==> src/rtl/buffer_port_master.sv <==
// Burst initiator for the buffer interconnect: one command -> per-cycle RAM beats, read data collected RTT+1 cycles after issue.
// Beats issue one cycle after acceptance; reads never stall, writes bubble on !wr_valid; cmd_ready only while idle.
package buffer_port_pkg;
    localparam int STAGE_MODULE = 3;
    localparam int SLOT_NUM     = 8;
    localparam int E            = 4;
    localparam int FSIZE        = 8;
    localparam int BUS_ADDR_W   = 32;

    typedef struct packed {
        logic [BUS_ADDR_W-1:0] raddr;
        logic [BUS_ADDR_W-1:0] waddr;
        logic [E*FSIZE-1:0]    wdata;
        logic                  wren;
    } BufferRAMTEFsizeInputs;
endpackage

module buffer_port_master #(
    parameter int STAGE_MODULE = buffer_port_pkg::STAGE_MODULE,
    parameter int RAM_LAT      = 2,
    parameter int LEN_W        = 12,
    parameter int ADDR_W       = 32,
    parameter int SLOT_W       = $clog2(buffer_port_pkg::SLOT_NUM),
    parameter int DATA_W       = buffer_port_pkg::E * buffer_port_pkg::FSIZE
) (
    input  logic                                  clk,
    input  logic                                  rstn,
    input  logic                                  cmd_valid,
    output logic                                  cmd_ready,
    input  logic                                  cmd_write,
    input  logic [SLOT_W-1:0]                     cmd_slot,
    input  logic [ADDR_W-1:0]                     cmd_base,
    input  logic [LEN_W-1:0]                      cmd_len,
    input  logic                                  wr_valid,
    output logic                                  wr_ready,
    input  logic [DATA_W-1:0]                     wr_data,
    output buffer_port_pkg::BufferRAMTEFsizeInputs bus_out,
    input  logic [DATA_W-1:0]                     bus_in,
    output logic [SLOT_W-1:0]                     req_slot,
    output logic [SLOT_W-1:0]                     resp_slot,
    output logic                                  rd_valid,
    output logic [DATA_W-1:0]                     rd_data,
    output logic                                  busy,
    output logic                                  done
);
    localparam int RTT      = 2*STAGE_MODULE + RAM_LAT;
    localparam int SLOT_TAP = STAGE_MODULE + RAM_LAT;

    typedef enum logic [1:0] {IDLE, ISSUE, DRAIN} state_t;

    state_t              state, state_n;
    logic                wr_l;
    logic [SLOT_W-1:0]   slot_l;
    logic [ADDR_W-1:0]   base_l;
    logic [LEN_W-1:0]    len_l;
    logic [LEN_W-1:0]    cnt;
    logic [RTT:0]        vsr;
    logic [SLOT_W-1:0]   ssr [SLOT_TAP+1];
    logic                zlen_pend;
    logic                accept, beat_go, last_beat, drain_done;

    always_comb begin
        state_n    = state;
        accept     = 1'b0;
        beat_go    = 1'b0;
        last_beat  = 1'b0;
        drain_done = 1'b0;
        case (state)
            IDLE: begin
                accept = cmd_valid && cmd_ready;
                if (accept && cmd_len != '0) state_n = ISSUE;
            end
            ISSUE: begin
                beat_go   = !wr_l || wr_valid;
                last_beat = beat_go && (cnt == len_l - LEN_W'(1));
                if (last_beat) state_n = DRAIN;
            end
            DRAIN: begin
                // Reads finish with the last returned beat; writes just wait out the forward tree.
                drain_done = wr_l ? (cnt == LEN_W'(STAGE_MODULE - 1))
                                  : (vsr[RTT] && vsr[RTT-1:0] == '0);
                if (drain_done) state_n = IDLE;
            end
            default: state_n = IDLE;
        endcase
    end

    assign wr_ready  = (state == ISSUE) && wr_l;
    assign busy      = (state != IDLE);
    assign resp_slot = ssr[SLOT_TAP];

    always_ff @(posedge clk or negedge rstn) begin
        if (!rstn) state <= IDLE;
        else       state <= state_n;
    end

    always_ff @(posedge clk or negedge rstn) begin
        if (!rstn) begin
            cmd_ready <= 1'b0;
            wr_l      <= 1'b0;
            slot_l    <= '0;
            base_l    <= '0;
            len_l     <= '0;
            cnt       <= '0;
            zlen_pend <= 1'b0;
            done      <= 1'b0;
            bus_out   <= '0;
            req_slot  <= '0;
            vsr       <= '0;
            for (int i = 0; i <= SLOT_TAP; i++) ssr[i] <= '0;
            rd_valid  <= 1'b0;
            rd_data   <= '0;
        end else begin
            cmd_ready <= (state_n == IDLE);
            if (accept) begin
                wr_l   <= cmd_write;
                slot_l <= cmd_slot;
                base_l <= cmd_base;
                len_l  <= cmd_len;
                cnt    <= '0;
            end else if (last_beat || drain_done) begin
                cnt <= '0;
            end else if (beat_go || state == DRAIN) begin
                cnt <= cnt + LEN_W'(1);
            end

            // Zero-length commands never leave IDLE but still owe a done pulse.
            zlen_pend <= accept && (cmd_len == '0);
            done      <= zlen_pend || drain_done;

            bus_out  <= '0;
            req_slot <= '0;
            if (beat_go) begin
                req_slot <= slot_l;
                if (wr_l) begin
                    bus_out.waddr <= base_l + ADDR_W'(cnt);
                    bus_out.wdata <= wr_data;
                    bus_out.wren  <= 1'b1;
                end else begin
                    bus_out.raddr <= base_l + ADDR_W'(cnt);
                end
            end

            vsr    <= {vsr[RTT-1:0], beat_go && !wr_l};
            ssr[0] <= (beat_go && !wr_l) ? slot_l : '0;
            for (int i = 1; i <= SLOT_TAP; i++) ssr[i] <= ssr[i-1];

            rd_valid <= vsr[RTT];
            if (vsr[RTT]) rd_data <= bus_in;
        end
    end
endmodule
==> config.mk <==
export PLATFORM = sky130hd
export DESIGN_NAME = buffer_port_master
export DESIGN_NICKNAME = d
export VERILOG_FILES = /design/src/rtl/buffer_port_master.sv
export SDC_FILE = /design/constraint.sdc
export NUM_CORES = 1
export LEC_CHECK = 0
export CAP_MARGIN = 40
export CORE_MARGIN = 3
export CORE_UTILIZATION = 40
export DETAILED_ROUTE_END_ITERATION = 6
export PLACE_DENSITY_LB_ADDON = 0.3
export SYNTH_ARGS = -nofsm -noshare
export SYNTH_HDL_FRONTEND = slang
export SYNTH_SLANG_ARGS = --single-unit
==> constraint.sdc <==
create_clock -name clk -period 3.8 [get_ports clk]
set_clock_uncertainty 0.2 [all_clocks]
set_input_delay 0.76 -clock clk [delete_from_list [all_inputs] [get_ports clk]]
set_output_delay 0.76 -clock clk [all_outputs]
set_load 0.02 [all_outputs]
==> flow_summary_export.csv, run 1 <==
group,metric,value,unit
grt,overflow,0,
sta,finalSetupViolations,0,
sta,worstMarginPinSlew,858,ps
power_and_ir_drop,power_density,379,nW/um2
synth,synth-edff-count,0,
detailed_routing,via_per_inst,4.92,
detailed_routing,wl_per_cell,16.8,um
synth,synth_cell_type_count,59,
cts,cts_setup_buffers,0,
synth,netlist.area_leader.share,60.4,%
detailed_routing,ant_nets,0,
grt,grt_pass1_wl,37200,um
synth,synth_top_area_cell,"dfrtp_1",
floorplanning,start_util,40.9,%
cts,numCtsBuffers,25,
floorplanning,coreArea,22800,um2
final_layout,antenna_cells,0,
sta,hold_viol,0,
synth,synth_ff_type,"dfrtp_1",
sta,max_freq,305,MHz
cts,tritoncts,"yes",
cts,post_cts_resize_count,0,
cts,clockBufferDepth,3,
sta,post-route-period-util,86.2,%
grt,grt_use_total,18.6,%
floorplanning,fp.dieH,159,um
grt,grt_pass1_vias,6979,
worst_setup_path,critical_path_class,"reg2out",
power_and_ir_drop,power.internal,3.95,mW
place,dp_cells,1395,
power_and_ir_drop,p_leak,6.01,nW
floorplanning,fp.dieArea,25200,um2
worst_setup_path,cp_data_arrival_time,2320,ps
synth,async_flop_share,100,%
sta,max_slew_margin,42.8,%
synth,synth_common_cells,"dfrtp_1, nand2_1, nor2_1",
cts,clk_latency,520,ps
sta,setup_tns,0,ps
sta,min_period,3280,ps
synth,ys_ff_latch,225,
worst_hold_path,min_path_type,"in2async",
worst_setup_path,crit_path_end_kind,"primary output",
final_layout,fin_util,57.4,%
place,place_ws,801,ps
place,dpl.hpwl,17800,um
detailed_routing,dr.pass1.iters,5,
synth,synth.most_common_cell,"dfrtp_1",
run_status,run_status,"complete, no violations",
power_and_ir_drop,seq_power_share,48.4,%
grt,antenna_found_initial,0,
final_layout,nets,1241,
place,portBuffers,255,
power_and_ir_drop,clock_power_share,48.1,%
final_layout,syn_to_final_growth,40.3,%
worst_setup_path,cp_max_fo,8,
place,gp_congestion,0.896,
synth,synth_cells,854,
power_and_ir_drop,pwr-share-comb,3.5,%
synth,yosys_warnings,0,
final_layout,drive_gt1_share,9.07,%
synth,yosysSeqAreaShare,60.4,%
sta,drv_slew,0,
cts,cts_sinks,225,
floorplanning,die_x,159,um
final_layout,nFillCells,1945,
synth,synthTopCellsByArea,"dfrtp_1, nand2_1, mux2_2",
sta,worst_slack,524,ps
floorplanning,rows,55,
cts,cts-root-buf,"clkbuf_16",
sta,rsz0062_at_grt,"false",
worst_setup_path,required,2840,ps
power_and_ir_drop,p_switching,1.00,mW
synth,avgSynthCellArea,10.9,um2
cts,holdBufCountCts,0,
cts,clk_pin_slew,60,ps
grt,grt_max_degree,104,
detailed_routing,vias,7075,
detailed_routing,drc_errors,0,
power_and_ir_drop,ir_worst_vdd,0.286,mV
detailed_routing,drtIter0Drc,378,
detailed_routing,routed_wirelength,24200,um
flow_run,maxCapViolCount,0,
floorplanning,io_pins,256,
power_and_ir_drop,swShare,20.3,%
final_layout,instances_no_fill,1438,
synth,syn_area,9320,um2
synth,syn-num-nets,986,
worst_setup_path,crit_path_start_kind,"register",
cts,htreeDepth,1,
[worst paths after layout]
kind	startpoint	to	slack [ps]	cells after the start
setup / recovery	state[1]	wr_ready	520	3
hold / removal	rstn	bus_out[21]	80	1
setup reg to reg	cnt[2]	bus_out[60]	850	7
hold reg to reg	ssr[10]	ssr[7]	140	0
max in group asynchronous	rstn	bus_out[2]	2490	2
min in group clk	ssr[10]	ssr[7]	140	0
[sequential cells by signal, summed over array words and instances (netlist names), 2 cells and up]
| signal | cells |
|---|---|
| slot_l | 3 |
| bus_out | 97 |
| req_slot | 3 |
| len_l | 12 |
| vsr | 9 |
| cnt | 12 |
| base_l | 32 |
| state | 2 |
| resp_slot | 3 |
| ssr | 15 |
| rd_data | 32 |
[placed cells by master, fill, tap and decap left out, drive strengths merged, types with 8 or more instances in the layout]
master	instances
dfrtp	225
xor2	20
and3	8
buf	14
nand4	13
ha	15
nand2b	8
or3	8
o21ai	20
nor4	9
nor3	18
nor2	58
inv	13
a21o	10
nand2	170
a21oi	30
mux2	32
mux2i	11
clkbuf	32
xnor2	21
and2	44
nand3	23
clkdlybuf4s50	254
[layer usage]
layer | up-vias | GRT usage [%] | wire length, um
met4 | 0 | 3.93 | 398
met3 | 24 | 5.14 | 2360
met1 | 3391 | 23.8 | 9750
met2 | 272 | 32.0 | 11700
met5 | - | 0 | 0
li1 | 3388 | - | -
[layout make-up]
type / count / area, um2 / area share (%)
Timing Repair Buffer: 268 / 2690 / 20.6
Sequential cell: 225 / 5630 / 43.1
Inverter: 12 / 45.0 / 0.345
Tap cell: 313 / 392 / 3.00
Multi-Input combinational cell: 577 / 3480 / 26.6
Clock buffer: 32 / 702 / 5.37
Clock inverter: 11 / 130 / 0.995
[power by group through the flow]
stage	registers (mW)	clock network, mW	logic (mW)
4_1_cts	2.40	2.44	0.178
6_report	2.40	2.38	0.173
3_5_place_dp	2.44	0	0.177
2_1_floorplan	2.44	0	0.00184
3_3_place_gp	2.44	0	0.175
5_1_grt	2.39	2.54	0.190
[stage by stage]
| stage | area, um2 | power, mW | hold slack, ps |
|---|---|---|---|
| finish | 13100 | 4.95 | 81.0 |
| global route | 13100 | 5.13 | 116 |
| CTS | 13100 | 5.01 | 101 |
| detailed placement | 12200 | 2.62 | 135 |
| global placement | 12200 | 2.61 | 132 |
| floorplan | 9320 | 2.44 | 131 |
[cell families after synthesis]
family | share of synthesized area, %
buffers and inverters | 2.31
AO/OA/AOI/OAI | 6.85
AND/OR/NAND/NOR | 19.3
XOR/XNOR | 3.85
flip-flops | 60.4
multiplexers | 5.05
adder cells (fa/ha/maj) | 2.23
[critical path, cell delays in order, from the launching register on]
cell and delay [ps]:
dfrtp_1 420, nor2b_1 470, and2_1 270, clkdlybuf4s50_1 630
(Power assumes the default switching activity.)
==> inputs of run 2 (changes only) <==
==> constraint.sdc (replaced) <==
create_clock -name clk -period 3.7 [get_ports clk]
set_clock_uncertainty 0.2 [all_clocks]
set_input_delay 0.74 -clock clk [delete_from_list [all_inputs] [get_ports clk]]
set_output_delay 0.74 -clock clk [all_outputs]
set_load 0.02 [all_outputs]
==> run 2 against run 1 <==
Sequential power rose by 3%. Wire length fell by 0.37%. Sequential share of layout area rose by 0.070 points. First-iteration DRC count rose by 27%. Total power rose by 2.9%. Register-to-register slack got worse by 80 ps.
==> flow_summary_export.csv, run 2 (synthesis results as in run 1) <==
group,metric,value,unit
detailed_routing,via_per_inst,4.93,
final_layout,antenna_cells,0,
cts,clk_pin_slew,60,ps
floorplanning,coreArea,22800,um2
worst_hold_path,min_path_type,"in2async",
cts,cts-root-buf,"clkbuf_16",
floorplanning,rows,55,
flow_run,maxCapViolCount,0,
final_layout,final_cell_mix,"clkdlybuf4s50_1, dfrtp_1, nand2_1",
final_layout,instances_no_fill,1436,
sta,worstMarginPinSlew,847,ps
cts,cts_sinks,225,
cts,post_cts_resize_count,0,
power_and_ir_drop,pwr-share-comb,3.5,%
sta,max_freq,310,MHz
power_and_ir_drop,p_switching,1.03,mW
cts,clockBufferDepth,3,
worst_setup_path,crit_path_start_kind,"register",
cts,htreeDepth,1,
sta,setup_tns,0,ps
floorplanning,io_pins,256,
worst_setup_path,cp_max_fo,8,
detailed_routing,dr.pass1.iters,5,
worst_setup_path,path_cells,"nor2b_1, and2_1, clkdlybuf4s50_1",
grt,overflow,0,
worst_setup_path,slowest_delay,640,ps
power_and_ir_drop,power_density,390,nW/um2
worst_setup_path,startpoint,"state[0]",
cts,clk_latency,520,ps
power_and_ir_drop,ir_worst_vdd,0.273,mV
final_layout,nets,1240,
final_layout,syn_to_final_growth,40.0,%
power_and_ir_drop,swShare,20.3,%
worst_setup_path,critical_path_class,"reg2out",
worst_setup_path,r2r_cells,7,
power_and_ir_drop,p_leak,6.00,nW
grt,grt_pass1_vias,7081,
detailed_routing,vias,7075,
place,dp_cells,1394,
power_and_ir_drop,clock_power_share,48.2,%
detailed_routing,wl_per_cell,16.8,um
final_layout,largest_register,"bus_out",
run_status,run_status,"complete, no violations",
cts,numCtsBuffers,25,
detailed_routing,ant_nets,0,
floorplanning,fp.dieH,159,um
grt,grt_use_total,18.6,%
final_layout,drive_gt1_share,8.55,%
worst_setup_path,cp_data_arrival_time,2290,ps
floorplanning,fp.dieArea,25200,um2
detailed_routing,drtIter0Drc,480,
sta,finalSetupViolations,0,
detailed_routing,drc_errors,0,
cts,holdBufCountCts,0,
sta,drv_slew,0,
grt,antenna_found_initial,0,
worst_setup_path,required,2760,ps
cts,tritoncts,"yes",
place,gp_congestion,0.870,
sta,hold_viol,0,
sta,min_period,3230,ps
power_and_ir_drop,power.total,5.09,mW
sta,post-route-period-util,87.2,%
cts,cts_setup_buffers,0,
place,portBuffers,255,
detailed_routing,routed_wirelength,24100,um
power_and_ir_drop,power.internal,4.06,mW
grt,grt_pass1_wl,37400,um
final_layout,largest_reg_flops,97,
grt,grt_max_degree,93,
floorplanning,start_util,40.9,%
final_layout,largestRegisters,"bus_out: 97 flops, base_l: 32 flops, rd_data: 32 flops",
sta,rsz0062_at_grt,"false",
worst_setup_path,timing.rr.start,"cnt[2]",
worst_setup_path,cp_slowest_cell,"clkdlybuf4s50_1",
final_layout,layout_commonest_cell,"clkdlybuf4s50_1",
worst_setup_path,crit_path_end_kind,"primary output",
sta,max_slew_margin,43.5,%
floorplanning,die_x,159,um
power_and_ir_drop,seq_power_share,48.3,%
place,dpl.hpwl,17600,um
-- run 2: power groups by stage --
| stage | clock network (mW) | registers (mW) | logic (mW) |
|---|---|---|---|
| CTS | 2.52 | 2.46 | 0.183 |
| finish | 2.45 | 2.46 | 0.178 |
| global placement | 0 | 2.51 | 0.180 |
| global route | 2.62 | 2.46 | 0.197 |
| detailed placement | 0 | 2.51 | 0.182 |
| floorplan | 0 | 2.51 | 0.00189 |
-- run 2: path summary, 6_finish.rpt --
check	end	slack, ps
max in group asynchronous	bus_out[38]	2460
max reg2reg	bus_out[60]	770
min in group clk	ssr[5]	140
min	bus_out[8]	40
max	wr_ready	470
min reg2reg	ssr[5]	140
-- run 2: final cells by class --
cell class / count / area, um2
clock inverters: 6 / 101
inverters: 12 / 45.0
repair buffers: 267 / 2690
fillers: 1887 / 9730
flip-flops and latches: 225 / 5630
well taps: 313 / 392
multi-input cells: 577 / 3480
clock buffers: 36 / 717
-- run 2: per-stage QoR --
stage	utilization [%]	hold WS, ps	setup WS (ps)	instance area (um2)
after CTS	57.3	55.3	437	13100
after floorplan	-	131	1040	9320
final	57.3	43.5	474	13100
after detailed placement	53.7	135	748	12200
after global routing	57.3	85.4	361	13100
after global placement	53.7	134	751	12200
-- run 2: worst max-delay path: cells and delay by family, from the launching register on --
| family | cells | cell delay, ps |
|---|---|---|
| and+or+nand+nor | 2 | 730 |
| buffers and inverters | 1 | 640 |
| DFF | 1 | 390 |
-- run 2: layer usage --
| layer | vias up | GRT usage, % | part of all wire (%) |
|---|---|---|---|
| met5 | - | 0 | 0 |
| met4 | 0 | 4.67 | 2.0 |
| met3 | 37 | 4.73 | 9.4 |
| met2 | 262 | 30.8 | 47 |
| met1 | 3392 | 24.7 | 42 |
| li1 | 3384 | - | - |
==> inputs of run 3 (changes only) <==
--- a/config.mk
+++ b/config.mk
@@ -10,6 +10,8 @@
 export CORE_UTILIZATION = 40
 export DETAILED_ROUTE_END_ITERATION = 6
 export PLACE_DENSITY_LB_ADDON = 0.3
+export SKIP_LAST_GASP = 1
 export SYNTH_ARGS = -nofsm -noshare
 export SYNTH_HDL_FRONTEND = slang
 export SYNTH_SLANG_ARGS = --single-unit
+export TNS_END_PERCENT = 5
==> results of run 3 <==
The final DEF is identical to that of run 2; final timing and power are the same.
